--- config.mk ---
export PLATFORM = sky130hd
export DESIGN_NAME = mini_src_control_unit
export DESIGN_NICKNAME = d
export VERILOG_FILES = /design/src/rtl/mini_src_control_unit.sv
export SDC_FILE = /design/constraint.sdc
export NUM_CORES = 1
export LEC_CHECK = 0
export ABC_AREA = 1
export ABC_CLOCK_PERIOD_IN_PS = 1900
export BUFFER_PORTS_ARGS = -buffer_cell sky130_fd_sc_hd__buf_4
export CAP_MARGIN = 10
export CORE_ASPECT_RATIO = 0.5
export CORE_UTILIZATION = 46
export CTS_CLUSTER_DIAMETER = 50
export DETAILED_ROUTE_END_ITERATION = 10
export PLACE_DENSITY_LB_ADDON = 0.3
export SLEW_MARGIN = 20
export SYNTH_ARGS = -nofsm -noshare
export SYNTH_HDL_FRONTEND = slang
export SYNTH_SLANG_ARGS = --single-unit
--- constraint.sdc ---
create_clock -name clk -period 1.9 [get_ports clk]
set_input_delay 0.19 -clock clk [delete_from_list [all_inputs] [get_ports clk]]
set_output_delay 0.19 -clock clk [all_outputs]
set_load 0.02 [all_outputs]
--- src/rtl/mini_src_control_unit.sv ---
// ---------------------------------------------------------------------------
// mini_src_control_unit
//
// Hardwired Moore control unit for the Mini SRC datapath. It runs the
// instruction fetch (T0-T2) and then executes three-register ALU instructions,
// plus MUL/DIV when the optional build macro is defined. The datapath strobes
// come from a combinational decode of the state register and IR_Data.
//
// Build option:
//   CTRL_MULDIV_EN  defined   -> MUL (01111) and DIV (10000) run T3..T6
//                   undefined -> no T6 state; HI_in/LO_in/Zhigh_out are
//                                tied to 0; 01111/10000 trap as illegal
//
// Ports:
//   clk              system clock, rising edge
//   clr              asynchronous active-high reset
//   run              level request to execute (sampled in IDLE and HALT)
//   IR_Data[31:0]    instruction register contents from the datapath
//   PC_out .. LO_in  single-bit datapath strobes
//   R_in[15:0]       one-hot general register load enable
//   R_out[15:0]      one-hot general register bus drive
//   alu_instruction  ALU operation select (nonzero only in T4)
//   halted           state is HALT
//   illegal          sticky illegal-opcode flag
//   retired          wrapping count of completed instructions
// ---------------------------------------------------------------------------
module mini_src_control_unit #(
  parameter int RETIRE_W = 16
) (
  input  logic                clk,
  input  logic                clr,
  input  logic                run,
  input  logic [31:0]         IR_Data,
  output logic                PC_out,
  output logic                PC_in,
  output logic                IncPC,
  output logic                MAR_in,
  output logic                MDR_in,
  output logic                MDR_out,
  output logic                Read,
  output logic                IR_in,
  output logic                Y_in,
  output logic                Z_in,
  output logic                Zlow_out,
  output logic                Zhigh_out,
  output logic                HI_in,
  output logic                LO_in,
  output logic [15:0]         R_in,
  output logic [15:0]         R_out,
  output logic [4:0]          alu_instruction,
  output logic                halted,
  output logic                illegal,
  output logic [RETIRE_W-1:0] retired
);

  typedef enum logic [3:0] {
    S_IDLE = 4'd0,
    S_T0   = 4'd1,
    S_T1   = 4'd2,
    S_T2   = 4'd3,
    S_T3   = 4'd4,
    S_T4   = 4'd5,
    S_T5   = 4'd6,
`ifdef CTRL_MULDIV_EN
    S_T6   = 4'd7,
`endif
    S_HALT = 4'd8
  } state_t;

  localparam logic [4:0] OP_ALU_LO = 5'b00011;
  localparam logic [4:0] OP_ALU_HI = 5'b01100;
  localparam logic [4:0] OP_MUL    = 5'b01111;
  localparam logic [4:0] OP_DIV    = 5'b10000;
  localparam logic [4:0] OP_NOP    = 5'b11010;
  localparam logic [4:0] OP_HALT   = 5'b11011;

  state_t                state_q, state_d;
  logic                  illegal_q, illegal_d;
  logic [RETIRE_W-1:0]   retired_q, retired_d;

  // IR field extraction
  logic [4:0] op_s;
  logic [3:0] ra_s, rb_s, rc_s;
  logic       is_alu_s, is_muldiv_s, is_nop_s, is_halt_s;
  logic       unused_ir_s;

  assign op_s = IR_Data[31:27];
  assign ra_s = IR_Data[26:23];
  assign rb_s = IR_Data[22:19];
  assign rc_s = IR_Data[18:15];

  // Low IR bits (immediates, unused here) are deliberately ignored.
  assign unused_ir_s = ^IR_Data[14:0];

  assign is_alu_s = (op_s >= OP_ALU_LO) && (op_s <= OP_ALU_HI);
`ifdef CTRL_MULDIV_EN
  assign is_muldiv_s = (op_s == OP_MUL) || (op_s == OP_DIV);
`else
  assign is_muldiv_s = 1'b0;
`endif
  assign is_nop_s  = (op_s == OP_NOP);
  assign is_halt_s = (op_s == OP_HALT);

  // State, sticky illegal flag and retire counter registers
  always_ff @(posedge clk or posedge clr) begin
    if (clr) begin
      state_q   <= S_IDLE;
      illegal_q <= 1'b0;
      retired_q <= '0;
    end else begin
      state_q   <= state_d;
      illegal_q <= illegal_d;
      retired_q <= retired_d;
    end
  end

  // Next-state, illegal flag and retire counter update
  always_comb begin
    state_d   = state_q;
    illegal_d = illegal_q;
    retired_d = retired_q;
    case (state_q)
      S_IDLE: begin
        if (run) begin
          state_d = S_T0;
        end else begin
          state_d = S_IDLE;
        end
      end
      S_T0: state_d = S_T1;
      S_T1: state_d = S_T2;
      S_T2: state_d = S_T3;
      S_T3: begin
        // IR holds the new instruction from T3 on, so branching happens here.
        if (is_alu_s || is_muldiv_s) begin
          state_d = S_T4;
        end else if (is_nop_s) begin
          state_d   = S_T0;
          retired_d = retired_q + RETIRE_W'(1);
        end else if (is_halt_s) begin
          state_d   = S_HALT;
          retired_d = retired_q + RETIRE_W'(1);
        end else begin
          state_d   = S_HALT;
          illegal_d = 1'b1;
        end
      end
      S_T4: state_d = S_T5;
      S_T5: begin
`ifdef CTRL_MULDIV_EN
        if (is_muldiv_s) begin
          state_d = S_T6;
        end else begin
          state_d   = S_T0;
          retired_d = retired_q + RETIRE_W'(1);
        end
`else
        state_d   = S_T0;
        retired_d = retired_q + RETIRE_W'(1);
`endif
      end
`ifdef CTRL_MULDIV_EN
      S_T6: begin
        state_d   = S_T0;
        retired_d = retired_q + RETIRE_W'(1);
      end
`endif
      S_HALT: begin
        // Restart needs run to drop first, so a held run does not re-launch.
        if (!run) begin
          state_d = S_IDLE;
        end else begin
          state_d = S_HALT;
        end
      end
      default: state_d = S_IDLE;
    endcase
  end

  // Moore output decode from state and IR fields
  always_comb begin
    PC_out          = 1'b0;
    PC_in           = 1'b0;
    IncPC           = 1'b0;
    MAR_in          = 1'b0;
    MDR_in          = 1'b0;
    MDR_out         = 1'b0;
    Read            = 1'b0;
    IR_in           = 1'b0;
    Y_in            = 1'b0;
    Z_in            = 1'b0;
    Zlow_out        = 1'b0;
    Zhigh_out       = 1'b0;
    HI_in           = 1'b0;
    LO_in           = 1'b0;
    R_in            = 16'h0000;
    R_out           = 16'h0000;
    alu_instruction = 5'b00000;
    case (state_q)
      S_T0: begin
        PC_out = 1'b1;
        MAR_in = 1'b1;
        IncPC  = 1'b1;
        Z_in   = 1'b1;
      end
      S_T1: begin
        Zlow_out = 1'b1;
        PC_in    = 1'b1;
        Read     = 1'b1;
        MDR_in   = 1'b1;
      end
      S_T2: begin
        MDR_out = 1'b1;
        IR_in   = 1'b1;
      end
      S_T3: begin
        if (is_alu_s) begin
          R_out = 16'h0001 << rb_s;
          Y_in  = 1'b1;
        end else if (is_muldiv_s) begin
          R_out = 16'h0001 << ra_s;
          Y_in  = 1'b1;
        end else begin
          R_out = 16'h0000;
        end
      end
      S_T4: begin
        if (is_alu_s) begin
          R_out           = 16'h0001 << rc_s;
          alu_instruction = op_s;
          Z_in            = 1'b1;
        end else if (is_muldiv_s) begin
          R_out           = 16'h0001 << rb_s;
          alu_instruction = op_s;
          Z_in            = 1'b1;
        end else begin
          R_out = 16'h0000;
        end
      end
      S_T5: begin
        Zlow_out = 1'b1;
        if (is_muldiv_s) begin
          LO_in = 1'b1;
        end else begin
          R_in = 16'h0001 << ra_s;
        end
      end
`ifdef CTRL_MULDIV_EN
      S_T6: begin
        Zhigh_out = 1'b1;
        HI_in     = 1'b1;
      end
`endif
      default: begin
        PC_out = 1'b0;
      end
    endcase
  end

  assign halted  = (state_q == S_HALT);
  assign illegal = illegal_q;
  assign retired = retired_q;

endmodule

==> out/summary.log, run 1 <==
[timing] RSZ-0062 raised after global routing true
[clock_tree] H-tree depth 1
[global_route] number of global-route vias before repair 2066
[synth] fraction of registers with async set or reset after synthesis 100%
[global_route] largest net degree at the start of global routing 22
[clock_tree] count of clock tree sinks 21
[synth] post-synthesis instance area 2010 µm²
[global_route] wire length of the first global-routing pass 8640 µm
[synth] main combinational cell family by area after synthesis simple AND/OR/NAND/NOR gates
[finish] final std cell area, no fill 2750 µm²
[run] Max Cap Viol 0
[synth] number of instances in the synthesized netlist 315
[finish] net count of the finished layout 436
[floorplanning] Core Rows 16
[worst_setup_path] kind of start point of the critical path register
[finish] register cell area after layout 529 µm²
[synth] average instance area after synthesis 6.37 µm²
[floorplanning] top-level I/O count 104
[detailed_routing] post-detailed-route via-to-cell ratio 5.12
[clock_tree] number of buffers between clock root and the deepest sink 2
[clock_tree] clock transition at the register clock pins on the worst setup and hold paths after CTS 0.07 ns
[worst_setup_path] worst setup path class reg2out
[synth] most common flop cell mapped by yosys dfrtp_1
[synth] fraction of the mapped netlist area in simple logic gates 47.1%
[detailed_routing] via count 2321
[worst_setup_path] worst setup slack for register-to-register paths 0.37 ns
[finish] relative area change from synthesis to final layout 37.3%
[finish] most frequent standard cell in the layout excluding fill and tap cells buf_4
[worst_setup_path] Worst R2R Path Depth 8
[pwr] Leakage Power 0.00139 µW
[finish] Fillers 357
[clock_tree] clock network latency to the later pin of the worst-skew pair 0.26 ns
[clock_tree] total CTS buffers 3
[clock_tree] CTS tree built
[timing] Post-Route Skew 0.00190 ns
[synth] warning count from the yosys run 0
[timing] final hold violations 0
[worst_setup_path] Worst Path Max Fanout 5
[finish] commonest non-fill, non-tap cells in the layout buf_4 (88), nand2_1 (76), nor2_1 (48)
[finish] share of cells above drive strength 1 33.1%
[worst_setup_path] Required @ worst endpoint 1.71 ns
[timing] final period utilization 98.5%
[clock_tree] Clock Root Buffer clkbuf_8
[detailed_routing] router iterations before antenna repair 4
[floorplanning] Die Area 4640 µm²
[worst_hold_path] Cells on Worst Hold Path 3
[synth] xor/xnor cell area share of the yosys netlist 3.06%
[timing] crit path time final 1.87 ns
[synth] fraction of the mapped netlist area in compound gates 8.11%
[synth] multiplexer share of the synthesized area 0%
[global_route] global router's overall resource usage 22.9%
[timing] Max Clk Rate 534 MHz
[pwr] power per cell area 988 nW/µm²
[worst_setup_path] Data arrival, critical path 1.68 ns
[place] area post-placement 2590 µm²
[detailed_routing] average routed wire per standard cell 12.1 µm
[place] Final GP Congestion 0.852
[detailed_routing] aggregate routed wire length 5470 µm
[timing] Final Setup Violations 0
[synth] post-synthesis share of cell area spent on full adders, half adders and majority gates 0.624%
[global_route] number of antenna violations at the first check in global routing 0
[synth] distinct cell type count after synthesis 31
[finish] area used by multi-input combinational logic 1230 µm²
[global_route] GRT Residual Overflow 0
[floorplanning] initial core utilization 49.6%
[detailed_routing] residual antenna-violating net count after detailed routing 0
[worst_setup_path] CP endpoint kind primary output
[detailed_routing] iteration-0 DRC count of the detailed router 91
[floorplanning] horizontal die dimension 95.4 µm
[floorplanning] Floorplan Core Area 4040 µm²
[timing] max-slew violation count 0
[place] DP HPWL 4160 µm
[synth] EDFF count, synth 0
[run_status] status completed
[finish] Util after Layout 68.1%
[place] Port Buf Inserts 84
[detailed_routing] post-route DRC violation count 0
[floorplanning] Chip Height 48.7 µm
[synth] Synth Register Bits 21
[pwr] maximum vdd ir drop 0.000463 V
[worst_hold_path] type of the tightest min-delay check in2reg
[synth] part of the Yosys area used for sequential elements 26.2%
[finish] n_diodes 0
[cells in the mapped netlist, types with 2 or more instances]
library cell / number / area [µm²]
nor2_1: 48 / 180
buf_2: 2 / 10.0
nand2_4: 4 / 45.0
xnor2_1: 4 / 35.0
xor2_1: 3 / 26.3
nand4_1: 12 / 75.1
a31oi_1: 2 / 12.5
nor2_4: 3 / 33.8
o21ai_0: 14 / 70.1
inv_6: 2 / 17.5
nor2_2: 3 / 18.8
inv_1: 35 / 131
buf_6: 3 / 33.8
inv_2: 3 / 11.3
nand2_1: 77 / 289
buf_4: 9 / 67.6
nand3_1: 43 / 215
nand2_2: 3 / 18.8
dfrtp_1: 21 / 526
nor3_1: 7 / 35.0
o21ai_2: 7 / 61.3
[worst paths after layout]
path                            start          end
max                        state_q[3]     R_out[1]
min                               run   state_q[3]
max reg2reg                retired[0]  retired[14]
min reg2reg                   illegal      illegal
max in group asynchronous         clr   state_q[1]
min in group asynchronous         clr   retired[3]
[cell families (layout without fill, tap and decap cells)]
logic type | Yosys count | after routing
AND/OR/NAND/NOR | 203 | 203
adder cells (fa/ha/maj) | 1 | 1
other | 1 | 4
flip-flops | 21 | 21
AO/OA/AOI/OAI | 26 | 26
buffers and inverters | 56 | 137
XOR/XNOR | 7 | 7
[per-stage QoR]
step                      setup WS, ns  instances  setup TNS, ns  hold WS [ns]  power, µW
after floorplan                  0.283        318              0         0.167       1910
after global placement           0.230        442              0         0.244       2290
after detailed placement         0.162        442              0         0.246       2330
after CTS                       0.0217        449              0         0.145       2650
after global routing           -0.0391        453        -0.0537         0.180       2900
final                           0.0289        453              0         0.159       2720
[worst max-delay path: stages, from the launching register on]
cell	delay (ns)
dfrtp_1	0.41
inv_2	0.09
nand2_4	0.06
inv_6	0.09
nand3_4	0.07
nor2_4	0.17
buf_6	0.14
nand2_4	0.07
o21ai_4	0.18
buf_6	0.14
[sequential cells by signal (all words and copies together), names as in the netlist]
register	count
illegal	1
state_q	4
retired	16
[power breakdown]
| part | switching, µW | total [µW] | internal (µW) | leakage [µW] |
|---|---|---|---|---|
| clock network | 142 | 291 | 149 | 0.0000228 |
| logic | 997 | 1610 | 612 | 0.00109 |
| registers | 224 | 821 | 597 | 0.000271 |
[layout make-up]
class | count | area share (%)
Timing Repair Buffer | 93 | 26.1
Sequential cell | 21 | 19.2
Inverter | 40 | 5.82
Clock buffer | 4 | 1.64
Multi-Input combinational cell | 241 | 44.8
Tap cell | 54 | 2.45
[routing by layer]
| layer | global-route usage, % | share of wire [%] | vias up |
|---|---|---|---|
| met2 | 41.7 | 50 | 82 |
| met4 | 4.48 | 0.51 | 0 |
| met3 | 3.62 | 5.2 | 4 |
| met5 | 0 | 0 | - |
| li1 | - | - | 1166 |
| met1 | 28.5 | 44 | 1069 |
[what timing repair did]
item,CTS,global route
setup buffers,1,4
resized for setup,8,9
endpoints found under the hold margin,21,0
hold buffers,1,0
pin swaps,2,2
setup endpoints to repair,16,19
gates cloned,1,0
Power figures use the tool's default switching activity.
==> run 2: changes to the inputs <==
--- a/config.mk
+++ b/config.mk
@@ -10,7 +10,8 @@
 export BUFFER_PORTS_ARGS = -buffer_cell sky130_fd_sc_hd__buf_4
 export CAP_MARGIN = 10
 export CORE_ASPECT_RATIO = 0.5
-export CORE_UTILIZATION = 46
+export CORE_UTILIZATION = 47
+export CTS_BUF_LIST = sky130_fd_sc_hd__clkbuf_2
 export CTS_CLUSTER_DIAMETER = 50
 export DETAILED_ROUTE_END_ITERATION = 10
 export PLACE_DENSITY_LB_ADDON = 0.3
==> out/summary.log, run 2 (synthesized netlist as in run 1, its figures left out) <==
[detailed_routing] post-detailed-route via-to-cell ratio 5.17
[worst_setup_path] worst setup path class reg2out
[detailed_routing] via count 2344
[global_route] GRT Residual Overflow 0
[pwr] combinational cell fraction of total power 62.3%
[worst_setup_path] kind of start point of the critical path register
[place] Port Buf Inserts 84
[timing] max-slew violation count 0
[worst_setup_path] CP endpoint kind primary output
[place] Final GP Congestion 0.835
[pwr] Clk network pwr share 7.3%
[detailed_routing] iteration-0 DRC count of the detailed router 64
[detailed_routing] average routed wire per standard cell 11.9 µm
[finish] relative area change from synthesis to final layout 40.0%
[finish] final std cell area, no fill 2810 µm²
[detailed_routing] post-route DRC violation count 0
[floorplanning] top-level I/O count 104
[floorplanning] horizontal die dimension 94.4 µm
[pwr] switch share 51.3%
[finish] Util after Layout 70.2%
[finish] n_diodes 0
[clock_tree] count of clock tree sinks 21
[timing] final period utilization 99.3%
[place] Setup Slack @ Placement 0.173 ns
[clock_tree] H-tree depth 1
[finish] Fillers 337
[place] DP HPWL 4020 µm
[worst_setup_path] origin of the worst setup path state_q[1]
[finish] most frequent standard cell in the layout excluding fill and tap cells nand2_1
[pwr] Leakage Power 0.00139 µW
[global_route] largest net degree at the start of global routing 22
[worst_setup_path] Data arrival, critical path 1.70 ns
[pwr] net switching power 1350 µW
[global_route] number of global-route vias before repair 1813
[timing] RSZ-0062 raised after global routing true
[finish] final standard cell count with taps included and fillers excluded 453
[pwr] maximum vdd ir drop 0.000492 V
[pwr] internal power contribution 1280 µW
[clock_tree] clock network latency to the later pin of the worst-skew pair 0.34 ns
[worst_hold_path] type of the tightest min-delay check in2reg
[clock_tree] Clock Root Buffer clkbuf_2
[clock_tree] clock transition at the register clock pins on the worst setup and hold paths after CTS 0.20 ns
[detailed_routing] router iterations before antenna repair 5
[worst_setup_path] reg2reg start retired[0]
[detailed_routing] aggregate routed wire length 5380 µm
[global_route] global router's overall resource usage 21.8%
[clock_tree] CTS tree built
[place] area post-placement 2590 µm²
[floorplanning] Core Rows 16
[timing] Max Clk Rate 530 MHz
[finish] share of cells above drive strength 1 34.1%
[place] cell total after placement 442
[timing] Post-Route Skew 0.0126 ns
[worst_setup_path] Worst Path Max Fanout 8
[floorplanning] initial core utilization 50.1%
[floorplanning] Chip Height 48.2 µm
[clock_tree] total CTS buffers 3
[timing] Setup WS post-layout 0.0131 ns
[global_route] number of antenna violations at the first check in global routing 0
[global_route] wire length of the first global-routing pass 7730 µm
[finish] net count of the finished layout 436
[detailed_routing] residual antenna-violating net count after detailed routing 0
[floorplanning] Die Area 4550 µm²
[worst_hold_path] startpoint of the tightest hold check path run
[pwr] power per cell area 939 nW/µm²
[timing] crit path time final 1.89 ns
[run] Max Cap Viol 0
[clock_tree] number of buffers between clock root and the deepest sink 2
[worst_setup_path] Required @ worst endpoint 1.71 ns
[run_status] status completed
[timing] final hold violations 0
[floorplanning] Floorplan Core Area 4000 µm²
[timing] Final Setup Violations 0
[finish] commonest non-fill, non-tap cells in the layout nand2_1 (76), buf_4 (75), nor2_1 (43)
[pwr] sequential share of power 30.4%
[timing] final-layout setup total negative slack 0 ns
[finish] number of flip-flops under the largest register name 16
==> run 2: cell count changes in the layout (fill, tap and decap cells not counted), sizes merged <==
cell / before / now
clkinv: 0 / 1
clkbuf: 4 / 3
==> run 2: final cells by class <==
type	instances	area [µm²]	share of cell area [%]
sequential	21	528	18.8
multi-input combinational	241	1250	44.5
clock inverter	1	5.00	0.178
clock buffer	3	15.0	0.535
timing repair buffer	93	782	27.8
inverter	40	160	5.70
tap	54	67.6	2.41
==> run 2: worst paths after layout <==
check / to / slack, ns / cells after the start
hold / removal: state_q[3] / 0.07 / 3
max in group asynchronous: state_q[0] / 1.26 / 4
hold reg to reg: illegal / 0.50 / 1
min in group asynchronous: retired[8] / 0.40 / 4
setup reg to reg: retired[14] / 0.35 / 8
setup / recovery: R_in[6] / 0.01 / 6
==> run 2: power by group through the flow <==
stage	registers (µW)	clock network, µW	logic [µW]
final	801	193	1640
after global routing	824	219	1810
after CTS	801	207	1550
after detailed placement	802	0	1520
after global placement	800	0	1480
after floorplan	890	0	1020
==> run 2: what timing repair did <==
action / in CTS / in global routing
pin swaps: 2 / 9
hold buffers: 1 / 0
endpoints found under the setup margin: 28 / 39
setup buffers: 4 / 2
resized for setup: 11 / 25
endpoints found under the hold margin: 21 / 0
==> run 2: metal layers <==
layer	vias to the layer above	track usage, %	share of wire [%]
met5	-	0	0
met4	0	4.92	0.73
met3	8	4.05	5.3
met2	90	44.3	51
met1	1076	25.0	43
li1	1170	-	-
==> run 2: metrics by stage <==
step / total power, µW / hold WS [ns]
after floorplan: 1910 / 0.167
after global placement: 2280 / 0.243
after detailed placement: 2320 / 0.248
after CTS: 2560 / 0.0440
after global routing: 2850 / 0.0519
final: 2640 / 0.0748
==> run 2: worst max-delay path, stage by stage (launching register included) <==
cell and delay, ns:
dfrtp_1 0.48, inv_2 0.09, nor2_2 0.15, nand2_2 0.10
or2_4 0.27, nor2_1 0.11, buf_4 0.15
==> run 3: changes to the inputs <==
--- a/config.mk
+++ b/config.mk
@@ -15,6 +15,7 @@
 export CTS_CLUSTER_DIAMETER = 50
 export DETAILED_ROUTE_END_ITERATION = 10
 export PLACE_DENSITY_LB_ADDON = 0.3
+export RECOVER_POWER = 100
 export SLEW_MARGIN = 20
 export SYNTH_ARGS = -nofsm -noshare
 export SYNTH_HDL_FRONTEND = slang
==> out/summary.log, run 3 (synthesized netlist as in run 1, its figures left out) <==
[run_status] status completed
[global_route] largest net degree at the start of global routing 22
[finish] share of cells above drive strength 1 33.6%
[place] area post-placement 2590 µm²
[worst_setup_path] CP endpoint kind primary output
[timing] Setup WS post-layout 0.0136 ns
[clock_tree] clock transition at the register clock pins on the worst setup and hold paths after CTS 0.20 ns
[worst_setup_path] Data arrival, critical path 1.70 ns
[floorplanning] Die Area 4550 µm²
[detailed_routing] iteration-0 DRC count of the detailed router 63
[clock_tree] number of buffers between clock root and the deepest sink 2
[detailed_routing] router iterations before antenna repair 5
[finish] relative area change from synthesis to final layout 39.7%
[clock_tree] Clock Root Buffer clkbuf_2
[timing] Slew HR 22.4%
[worst_hold_path] startpoint of the tightest hold check path run
[global_route] wire length of the first global-routing pass 7730 µm
[timing] final-layout setup total negative slack 0 ns
[place] Final GP Congestion 0.835
[finish] commonest non-fill, non-tap cells in the layout nand2_1 (76), buf_4 (72), nor2_1 (43)
[timing] measured slew at the worst slew-check pin 1.16 ns
[place] Setup Slack @ Placement 0.173 ns
[worst_setup_path] kind of start point of the critical path register
[clock_tree] count of clock tree sinks 21
[detailed_routing] via count 2340
[detailed_routing] post-detailed-route via-to-cell ratio 5.17
[pwr] maximum vdd ir drop 0.000483 V
[timing] RSZ-0062 raised after global routing true
[finish] most frequent standard cell in the layout excluding fill and tap cells nand2_1
[timing] final hold violations 0
[worst_setup_path] reg2reg start retired[0]
[worst_setup_path] Worst R2R Path Depth 8
[worst_setup_path] Required @ worst endpoint 1.71 ns
[worst_setup_path] Buffers & Inverters on Critical Path 2
[floorplanning] Floorplan Core Area 4000 µm²
[place] Port Buf Inserts 84
[timing] final period utilization 99.3%
[finish] n_diodes 0
[clock_tree] total CTS buffers 3
[clock_tree] CTS tree built
[floorplanning] initial core utilization 50.1%
[detailed_routing] residual antenna-violating net count after detailed routing 0
[worst_setup_path] logic depth of the worst setup path including buffers 6
[worst_setup_path] worst setup path class reg2out
[timing] crit path time final 1.89 ns
[finish] final standard cell count with taps included and fillers excluded 453
[global_route] number of antenna violations at the first check in global routing 0
[run] Max Cap Viol 0
[worst_setup_path] Worst Path Max Fanout 8
[detailed_routing] post-route DRC violation count 0
[finish] net count of the finished layout 436
[detailed_routing] average routed wire per standard cell 11.8 µm
[pwr] power per cell area 939 nW/µm²
[floorplanning] top-level I/O count 104
[timing] worst hold slack 0.0749 ns
[global_route] GRT Residual Overflow 0
[place] DP HPWL 4020 µm
[worst_setup_path] delay of the slowest critical-path stage 0.48 ns
[clock_tree] H-tree depth 1
[clock_tree] clock network latency to the later pin of the worst-skew pair 0.34 ns
[worst_hold_path] type of the tightest min-delay check in2reg
[finish] final std cell area, no fill 2800 µm²
[floorplanning] Chip Height 48.2 µm
[pwr] Leakage Power 0.00138 µW
[worst_hold_path] Cells on Worst Hold Path 3
[floorplanning] Core Rows 16
[timing] max-slew violation count 0
[place] cell total after placement 442
[timing] Post-Route Skew 0.0121 ns
[detailed_routing] aggregate routed wire length 5360 µm
[global_route] number of global-route vias before repair 1813
[worst_setup_path] cell family with most CP delay simple AND/OR/NAND/NOR gates
[worst_setup_path] origin of the worst setup path state_q[1]
[timing] Final Setup Violations 0
[finish] number of flip-flops under the largest register name 16
[worst_setup_path] sequence of cells on the critical path inv_2 -> nor2_2 -> nand2_2 -> or2_4 -> nor2_1 -> buf_4
[global_route] global router's overall resource usage 21.8%
[worst_setup_path] master of the slowest instance on the critical path dfrtp_1
[timing] Max Clk Rate 530 MHz
[floorplanning] horizontal die dimension 94.4 µm
==> run 3: layer usage <==
metal	routed length (µm)	track usage, %
met1	2270	25.0
met2	2760	44.3
met3	286	4.05
met4	41	4.92
met5	0	0
==> run 3: worst register-to-register path, stage by stage, from the launching register on <==
cell     delay [ns]
dfrtp_1        0.50
ha_1           0.29
nand3_1        0.15
nor2_1         0.22
nand3_1        0.10
nand2_1        0.07
nand2_1        0.04
nand2_1        0.05
nand2_1        0.05
==> run 3: worst paths after layout <==
| check | endpoint | slack, ns |
|---|---|---|
| min reg2reg | illegal | 0.50 |
| max | R_in[6] | 0.01 |
| min | state_q[3] | 0.07 |
| min in group asynchronous | retired[8] | 0.74 |
| max in group asynchronous | state_q[0] | 0.40 |
| max reg2reg | retired[14] | 0.35 |
==> run 3: metrics by stage <==
stage | total power (µW) | util, %
floorplan | 1910 | -
global placement | 2280 | 64.8
detailed placement | 2320 | 64.8
CTS | 2560 | 67.1
global route | 2850 | 70.0
finish | 2630 | 70.0
==> run 3: layout make-up <==
cell class              count  area (µm²)
multi-input cells         241        1250
fillers                   340        1200
repair buffers             93         774
flip-flops and latches     21         528
inverters                  40         160
well taps                  54        67.6
clock buffers               3        15.0
clock inverters             1        5.00
==> run 3: what timing repair did <==
item	CTS	global route
setup buffers	4	2
hold endpoints to repair	21	0
gates resized for setup	11	25
endpoints found under the setup margin	28	39
hold buffers	1	0
pin swaps	2	9
==> run 3: power by group <==
part	internal (µW)	switching, µW	total, µW
clock	47.7	145	193
sequential	593	208	801
combinational	637	999	1640
total	1280	1350	2630
